### src/rtl/supervise_pkg.sv
`default_nettype none
// +-----------------------------------------------------------------------+
// | Module  : supervise_pkg                                               |
// | Brief   : Shared FSM state encoding and default activation level.     |
// | Revision: 1.0                                                         |
// +-----------------------------------------------------------------------+
package supervise_pkg;

   typedef enum logic [2:0] {
      ST_IDLE      = 3'd0,
      ST_ARGUMENT  = 3'd1,
      ST_RESULT    = 3'd2,
      ST_ERROR     = 3'd3,
      ST_PROPAGATE = 3'd4,
      ST_REPORT    = 3'd5
   } state_e;

   localparam logic [15:0] ONE_DEFAULT = 16'h00ff;

endpackage
`default_nettype wire

### src/rtl/supervise_if.sv
`default_nettype none
// +-----------------------------------------------------------------------+
// | Module  : supervise_if                                                |
// | Brief   : Six valid/ready channels between supervisor and environment.|
// | Revision: 1.0                                                         |
// +-----------------------------------------------------------------------+
interface supervise_if #(
   parameter int N = 2,
   parameter int W = 8,
   parameter int R = 16
);
   logic                    sample_valid;
   logic                    sample_ready;
   logic [N*W+R-1:0]        sample_data;
   logic                    argument_valid;
   logic                    argument_ready;
   logic [N-1:0][W-1:0]     argument_data;
   logic                    result_valid;
   logic                    result_ready;
   logic [R-1:0]            result_data;
   logic                    error_valid;
   logic                    error_ready;
   logic [R-1:0]            error_data;
   logic                    propagate_valid;
   logic                    propagate_ready;
   logic [N-1:0][R-1:0]     propagate_data;
   logic                    outcome_valid;
   logic                    outcome_ready;
   logic [2*R-1:0]          outcome_data;

   // Environment side: supplies samples, results and gradients, consumes the rest
   modport master (
      output sample_valid, sample_data, input sample_ready,
      input  argument_valid, argument_data, output argument_ready,
      output result_valid, result_data, input result_ready,
      input  error_valid, error_data, output error_ready,
      output propagate_valid, propagate_data, input propagate_ready,
      input  outcome_valid, outcome_data, output outcome_ready
   );

   modport slave (
      input  sample_valid, sample_data, output sample_ready,
      output argument_valid, argument_data, input argument_ready,
      input  result_valid, result_data, output result_ready,
      output error_valid, error_data, input error_ready,
      input  propagate_valid, propagate_data, output propagate_ready,
      output outcome_valid, outcome_data, input outcome_ready
   );
endinterface
`default_nettype wire

### src/rtl/supervise_threshold.sv
`default_nettype none
// +-----------------------------------------------------------------------+
// | Module  : threshold                                                   |
// | Brief   : Step activation and saturated Q8.8 error (target - act).    |
// | Revision: 1.0                                                         |
// +-----------------------------------------------------------------------+
module threshold
   import supervise_pkg::*;
#(
   parameter int             R   = 16,
   parameter logic [R-1:0]   ONE = R'(ONE_DEFAULT)
) (
   input  wire logic [R-1:0] result,
   input  wire logic [R-1:0] target,
   output logic      [R-1:0] act,
   output logic      [R-1:0] err
);
   logic [R:0] diff;

   always_comb begin
      act  = result[R-1] ? '0 : ONE;
      diff = {target[R-1], target} - {act[R-1], act};
      // Top two bits disagree only when the difference left the R-bit range
      if (diff[R] != diff[R-1]) begin
         err = diff[R] ? {1'b1, {(R-1){1'b0}}} : {1'b0, {(R-1){1'b1}}};
      end else begin
         err = diff[R-1:0];
      end
   end
endmodule
`default_nettype wire

### src/rtl/supervise.sv
`default_nettype none
// +-----------------------------------------------------------------------+
// | Module  : supervise                                                   |
// | Brief   : Single-transaction supervised-training sequencer.           |
// | Revision: 1.0                                                         |
// +-----------------------------------------------------------------------+
module supervise
   import supervise_pkg::*;
#(
   parameter int           N   = 2,
   parameter int           W   = 8,
   parameter int           R   = 16,
   parameter logic [R-1:0] ONE = R'(ONE_DEFAULT)
) (
   input  wire logic  clock,
   input  wire logic  reset,
   input  wire logic  train,
   input  wire logic  clear,
   supervise_if.slave bus,
   output logic [15:0] mistakes
);
   state_e           state_q, state_d;
   logic             run_q, run_d;
   logic [N*W-1:0]   arg_q, arg_d;
   logic [R-1:0]     target_q, target_d;
   logic             train_q, train_d;
   logic [R-1:0]     act_q, act_d;
   logic [R-1:0]     err_q, err_d;
   logic [15:0]      mistakes_q, mistakes_d;
   logic [R-1:0]     act_w, err_w;

   threshold #(.R(R), .ONE(ONE)) u_threshold (
      .result (bus.result_data),
      .target (target_q),
      .act    (act_w),
      .err    (err_w)
   );

   always_ff @(posedge clock or negedge reset) begin
      if (!reset) begin
         state_q    <= ST_IDLE;
         run_q      <= 1'b0;
         arg_q      <= '0;
         target_q   <= '0;
         train_q    <= 1'b0;
         act_q      <= '0;
         err_q      <= '0;
         mistakes_q <= '0;
      end else begin
         state_q    <= state_d;
         run_q      <= run_d;
         arg_q      <= arg_d;
         target_q   <= target_d;
         train_q    <= train_d;
         act_q      <= act_d;
         err_q      <= err_d;
         mistakes_q <= mistakes_d;
      end
   end

   always_comb begin
      state_d    = state_q;
      run_d      = 1'b1;
      arg_d      = arg_q;
      target_d   = target_q;
      train_d    = train_q;
      act_d      = act_q;
      err_d      = err_q;
      mistakes_d = mistakes_q;
      case (state_q)
         ST_IDLE: begin
            if (run_q && bus.sample_valid) begin
               arg_d    = bus.sample_data[N*W-1:0];
               target_d = bus.sample_data[N*W +: R];
               train_d  = train;
               state_d  = ST_ARGUMENT;
            end
         end
         ST_ARGUMENT: begin
            if (bus.argument_ready) state_d = ST_RESULT;
         end
         ST_RESULT: begin
            if (bus.result_valid) begin
               act_d   = act_w;
               err_d   = err_w;
               state_d = train_q ? ST_ERROR : ST_REPORT;
               if (err_w != '0 && mistakes_q != 16'hffff) mistakes_d = mistakes_q + 16'd1;
            end
         end
         ST_ERROR: begin
            if (bus.error_ready) state_d = ST_PROPAGATE;
         end
         ST_PROPAGATE: begin
            if (bus.propagate_valid) state_d = ST_REPORT;
         end
         ST_REPORT: begin
            if (bus.outcome_ready) state_d = ST_IDLE;
         end
         default: state_d = ST_IDLE;
      endcase
      if (clear) mistakes_d = '0;
   end

   // run_q holds sample_ready low until the first edge after reset release
   assign bus.sample_ready    = run_q && (state_q == ST_IDLE);
   assign bus.argument_valid  = (state_q == ST_ARGUMENT);
   assign bus.argument_data   = arg_q;
   assign bus.result_ready    = (state_q == ST_RESULT);
   assign bus.error_valid     = (state_q == ST_ERROR);
   assign bus.error_data      = err_q;
   assign bus.propagate_ready = (state_q == ST_PROPAGATE);
   assign bus.outcome_valid   = (state_q == ST_REPORT);
   assign bus.outcome_data    = {act_q, err_q};
   assign mistakes            = mistakes_q;
endmodule
`default_nettype wire

### src/flat_wrapper.sv
// flat-port wrapper written by rule: the top's interface ports become plain ports
module supervise_flat import supervise_pkg::*;
#(
   parameter int           N   = 2,
   parameter int           W   = 8,
   parameter int           R   = 16,
   parameter logic [R-1:0] ONE = R'(ONE_DEFAULT)
)
  (clock, reset, train, clear, mistakes, bus_sample_valid, bus_sample_data, bus_sample_ready, bus_argument_valid, bus_argument_data, bus_argument_ready, bus_result_valid, bus_result_data, bus_result_ready, bus_error_valid, bus_error_data, bus_error_ready, bus_propagate_valid, bus_propagate_data, bus_propagate_ready, bus_outcome_valid, bus_outcome_data, bus_outcome_ready);
  supervise_if #(.N(N), .W(W), .R(R)) bus_i ();
  input  wire logic clock;
  input  wire logic reset;
  input  wire logic train;
  input  wire logic clear;
  output logic [15:0] mistakes;
  input wire logic [$bits(bus_i.sample_valid)-1:0] bus_sample_valid;
  input wire logic [$bits(bus_i.sample_data)-1:0] bus_sample_data;
  output wire logic [$bits(bus_i.sample_ready)-1:0] bus_sample_ready;
  output wire logic [$bits(bus_i.argument_valid)-1:0] bus_argument_valid;
  output wire logic [$bits(bus_i.argument_data)-1:0] bus_argument_data;
  input wire logic [$bits(bus_i.argument_ready)-1:0] bus_argument_ready;
  input wire logic [$bits(bus_i.result_valid)-1:0] bus_result_valid;
  input wire logic [$bits(bus_i.result_data)-1:0] bus_result_data;
  output wire logic [$bits(bus_i.result_ready)-1:0] bus_result_ready;
  output wire logic [$bits(bus_i.error_valid)-1:0] bus_error_valid;
  output wire logic [$bits(bus_i.error_data)-1:0] bus_error_data;
  input wire logic [$bits(bus_i.error_ready)-1:0] bus_error_ready;
  input wire logic [$bits(bus_i.propagate_valid)-1:0] bus_propagate_valid;
  input wire logic [$bits(bus_i.propagate_data)-1:0] bus_propagate_data;
  output wire logic [$bits(bus_i.propagate_ready)-1:0] bus_propagate_ready;
  output wire logic [$bits(bus_i.outcome_valid)-1:0] bus_outcome_valid;
  output wire logic [$bits(bus_i.outcome_data)-1:0] bus_outcome_data;
  input wire logic [$bits(bus_i.outcome_ready)-1:0] bus_outcome_ready;
  assign bus_i.sample_valid = bus_sample_valid;
  assign bus_i.sample_data = bus_sample_data;
  assign bus_sample_ready = bus_i.sample_ready;
  assign bus_argument_valid = bus_i.argument_valid;
  assign bus_argument_data = bus_i.argument_data;
  assign bus_i.argument_ready = bus_argument_ready;
  assign bus_i.result_valid = bus_result_valid;
  assign bus_i.result_data = bus_result_data;
  assign bus_result_ready = bus_i.result_ready;
  assign bus_error_valid = bus_i.error_valid;
  assign bus_error_data = bus_i.error_data;
  assign bus_i.error_ready = bus_error_ready;
  assign bus_i.propagate_valid = bus_propagate_valid;
  assign bus_i.propagate_data = bus_propagate_data;
  assign bus_propagate_ready = bus_i.propagate_ready;
  assign bus_outcome_valid = bus_i.outcome_valid;
  assign bus_outcome_data = bus_i.outcome_data;
  assign bus_i.outcome_ready = bus_outcome_ready;
  supervise #(.N(N), .W(W), .R(R), .ONE(ONE)) u_core (.clock(clock), .reset(reset), .train(train), .clear(clear), .bus(bus_i), .mistakes(mistakes));
endmodule
### config.mk
export PLATFORM = sky130hd
export DESIGN_NAME = supervise_flat
export DESIGN_NICKNAME = d
export VERILOG_FILES = /design/src/rtl/supervise_pkg.sv /design/src/rtl/supervise_if.sv /design/src/rtl/supervise_threshold.sv /design/src/rtl/supervise.sv /design/src/flat_wrapper.sv
export SDC_FILE = /design/constraint.sdc
export NUM_CORES = 1
export LEC_CHECK = 0
export CORE_UTILIZATION = 46
export DETAILED_ROUTE_END_ITERATION = 8
export GPL_TIMING_DRIVEN = 0
export PLACE_DENSITY = 0.89
export SLEW_MARGIN = 30
export SYNTH_ARGS = -nofsm -noshare
export SYNTH_HDL_FRONTEND = slang
export SYNTH_SLANG_ARGS = --single-unit
### constraint.sdc
create_clock -name clock -period 4.9 [get_ports clock]
set_input_delay 0.735 -clock clock [delete_from_list [all_inputs] [get_ports clock]]
set_output_delay 0.735 -clock clock [all_outputs]
set_load 0.02 [all_outputs]
==> results.toml, run 1 <==
[route]
drt-vias-per-instance = 5.60
drc = 0
ant_nets = 0
firstDrtPassIters = 4
wirelength_mm = 10.2
vias = 3632
avgRoutedWirePerCell_um = 15.7
drt_iter0_drc = 183

[clock_network]
cts_hold_buf = 0
cts_setup_buffers = 0
ctsResizeCount = 0
cts.sinks = 70
cts_root_buf = "clkbuf_8"
cts_tree = "built"
clockBufferDepth = 2
path_clk_slew_ns = 0.09
ctsHtreeMaxLevel = 3
insertion_delay_ns = 0.35
numCtsBuffers = 9

[critical_path]
critical_path_class = "in2reg"
worstPathArrival_ns = 4.58
cp_top_family = "simple AND/OR/NAND/NOR gates"
critPathCaptureType = "flip-flop"
slowest_stage = "clkdlybuf4s50_1"
regToRegSetupSlack_ns = 1.48
max_stage_delay_ns = 0.71
required_ns = 5.14
path_cells = "clkdlybuf4s50_1 -> inv_1 -> ha_1 -> fa_1 -> nand2b_1 -> a21oi_1 -> a31oi_1 -> xnor2_1 -> or4_1 -> nor4b_2 -> buf_6 -> nor3_1 -> mux2_1"
startpoint_type = "primary input"
critPathMaxFanout = 10
path_buf_inv = 3

[run_status]
status = "finished, final reports clean"

[placed_design]
postPlaceCellArea_um2 = 5460
dpl.hpwl_mm = 7.68
port-buffer-count = 119
gp_congestion = 0.939

[synthesis]
ys.flop_type = "dfrtp_1"
yosys-top-cells-count = "70 x dfrtp_1, 33 x mux2_2, 32 x nor2_1, 31 x buf_4, 22 x a21oi_1"
ys_seq_area_share_pct = 42.9
yosysMostFrequentCell = "dfrtp_1"
yosys_warnings = 0
yosysUniqueCellTypes = 64
synth_top_area_share_pct = 42.9
syn_area_um2 = 4090
synth_area_per_cell_um2 = 10.3
yosys-top-cells-area = "dfrtp_1 43%, mux2_2 9.1%, buf_4 5.7%, nor2_1 2.9%, ha_1 2.8%"
async_flop_share_pct = 100
ys_ff_latch = 70
syn_inst = 398
synth_top_area_cell = "dfrtp_1"
synth_edf_count = 0

[sta]
worst_pin_slew_ns = 0.729
clock-skew-final_ns = 0.0156
fin_tns_setup_ns = 0
setup_viol = 0
maxSlewHeadroom_pct = 51.2
fin_hold_ws_ns = 0.306
slew_violations = 0
period_needed_ns = 4.34
rsz0062_at_grt = "no"
finalHoldViolCount = 0
fmax_mhz = 230
period_share_pct = 88.7

[job]
cap_violations = 0

[floorplanning]
die_x_um = 96.2
initial_utilization_pct = 47.1
fp.dieArea_um2 = 9260
floorplan.die.height_um = 96.2
num_io_pins = 176
std_cell_rows = 34
coreArea_um2 = 8680

[grt]
grt_pass1_wl_mm = 16.5
grt_pass1_vias = 3523
grt_start_max_net_pins = 43
grt_usage_pct = 23.2
grt_overflow = 0
antenna_found_initial = 0

[cells_and_area]
fin_area_um2 = 5700
drive_gt1_share_pct = 18.5
area_growth_pct = 39.6
nNetsFinal = 636
antenna_cells = 0
fill_cells = 686

[power_and_ir_drop]
powerDensity_nw_per_um2 = 621
p_leak_nw = 2.35
ir_drop_mv = 0.312

[worst_hold_path]
hold_class = "in2async"
## cell type report
class,instances,area [um2],share of cell area (%)
Tap cell,108,135,2.37
Clock inverter,5,106,1.86
Clock buffer,11,141,2.48
Inverter,11,41.3,0.724
Sequential cell,70,1750,30.7
Multi-Input combinational cell,274,1980,34.8
Buffer,50,335,5.88
Timing Repair Buffer,120,1210,21.2
## registers in the layout (all words and copies together) (netlist names)
name,cells
u_core.state_q,3
u_core.bus.argument_data,16
u_core.train_q,1
u_core.run_q,1
u_core.bus.error_data,16
u_core.act_q,1
u_core.mistakes,16
u_core.target_q,16
## worst paths after layout
check                                             startpoint  cells past startpoint                            to
worst min-delay path                                   reset                      1            u_core.target_q[8]
worst max register to register            u_core.target_q[0]                     12            u_core.mistakes[3]
max in group asynchronous                              reset                      2                  u_core.run_q
min in group clock              u_core.bus.argument_data[15]                      1  u_core.bus.argument_data[15]
worst min register to register  u_core.bus.argument_data[15]                      1  u_core.bus.argument_data[15]
worst max-delay path                     bus_result_data[15]                     13            u_core.mistakes[3]
## metrics by stage
step / utilization [%] / setup slack, ns / std cells / total power, mW
final: 65.7 / 0.556 / 649 / 3.54
after global placement: 62.7 / 0.215 / 632 / 2.89
after CTS: 65.7 / 0.557 / 649 / 3.55
after global routing: 65.7 / 0.419 / 649 / 3.76
after detailed placement: 62.9 / 0.203 / 633 / 2.96
after floorplan: - / 1.38 / 405 / 2.19
## logic make-up (layout without fill, tap and decap cells)
group | after synthesis | in the layout | share of synthesized area, %
other | 2 | 9 | 0.184
AO/OA/AOI/OAI | 87 | 87 | 14.8
buffers and inverters | 61 | 197 | 9.22
XOR/XNOR | 7 | 7 | 1.50
flip-flops | 70 | 70 | 42.9
multiplexers | 37 | 37 | 10.6
adder cells (fa/ha/maj) | 10 | 10 | 3.25
AND/OR/NAND/NOR | 124 | 124 | 17.6
## cells in the final DEF (no fill, tap or decap), types with 5 or more instances in the layout
cell type / Yosys / routed
or4_1: 7 / 7
nand3_1: 6 / 6
nor3_1: 9 / 9
dfrtp_1: 70 / 70
and3_1: 8 / 8
nand2_1: 18 / 18
clkbuf_1: 10 / 11
inv_1: 11 / 11
o31ai_1: 6 / 6
or3_1: 5 / 5
a21oi_1: 22 / 22
nand4_1: 7 / 7
o22ai_1: 7 / 7
a211oi_1: 11 / 11
ha_1: 9 / 9
mux2_2: 33 / 33
a31oi_1: 5 / 5
conb_1: 2 / 9
o21ai_0: 11 / 11
clkbuf_8: 0 / 10
a21o_1: 6 / 6
clkdlybuf4s50_1: 0 / 118
nor2_1: 32 / 32
buf_4: 31 / 32
## power by group
part,internal [mW],switching [mW],total (mW)
registers,0.800,0.190,0.990
clock network,0.353,0.226,0.579
logic,0.980,0.994,1.97
total,2.13,1.41,3.54
## layer usage
layer  share of wire [%]  up-vias  wire length, um  track usage (%)
met2                  51      134             5240             38.4
met1                  41     1780             4180             29.2
met5                   0        -                0                0
li1                    -     1702                -                -
met3                 5.6       16              570             4.90
met4                 1.9        0              191             9.83
Note: power is estimated with default switching activity, not from simulation.
==> inputs of run 2 (changes only) <==
- SKIP_CTS_REPAIR_TIMING: default -> 1
==> results of run 2 <==
No change in the layout: final DEF, timing and power equal those of run 1.
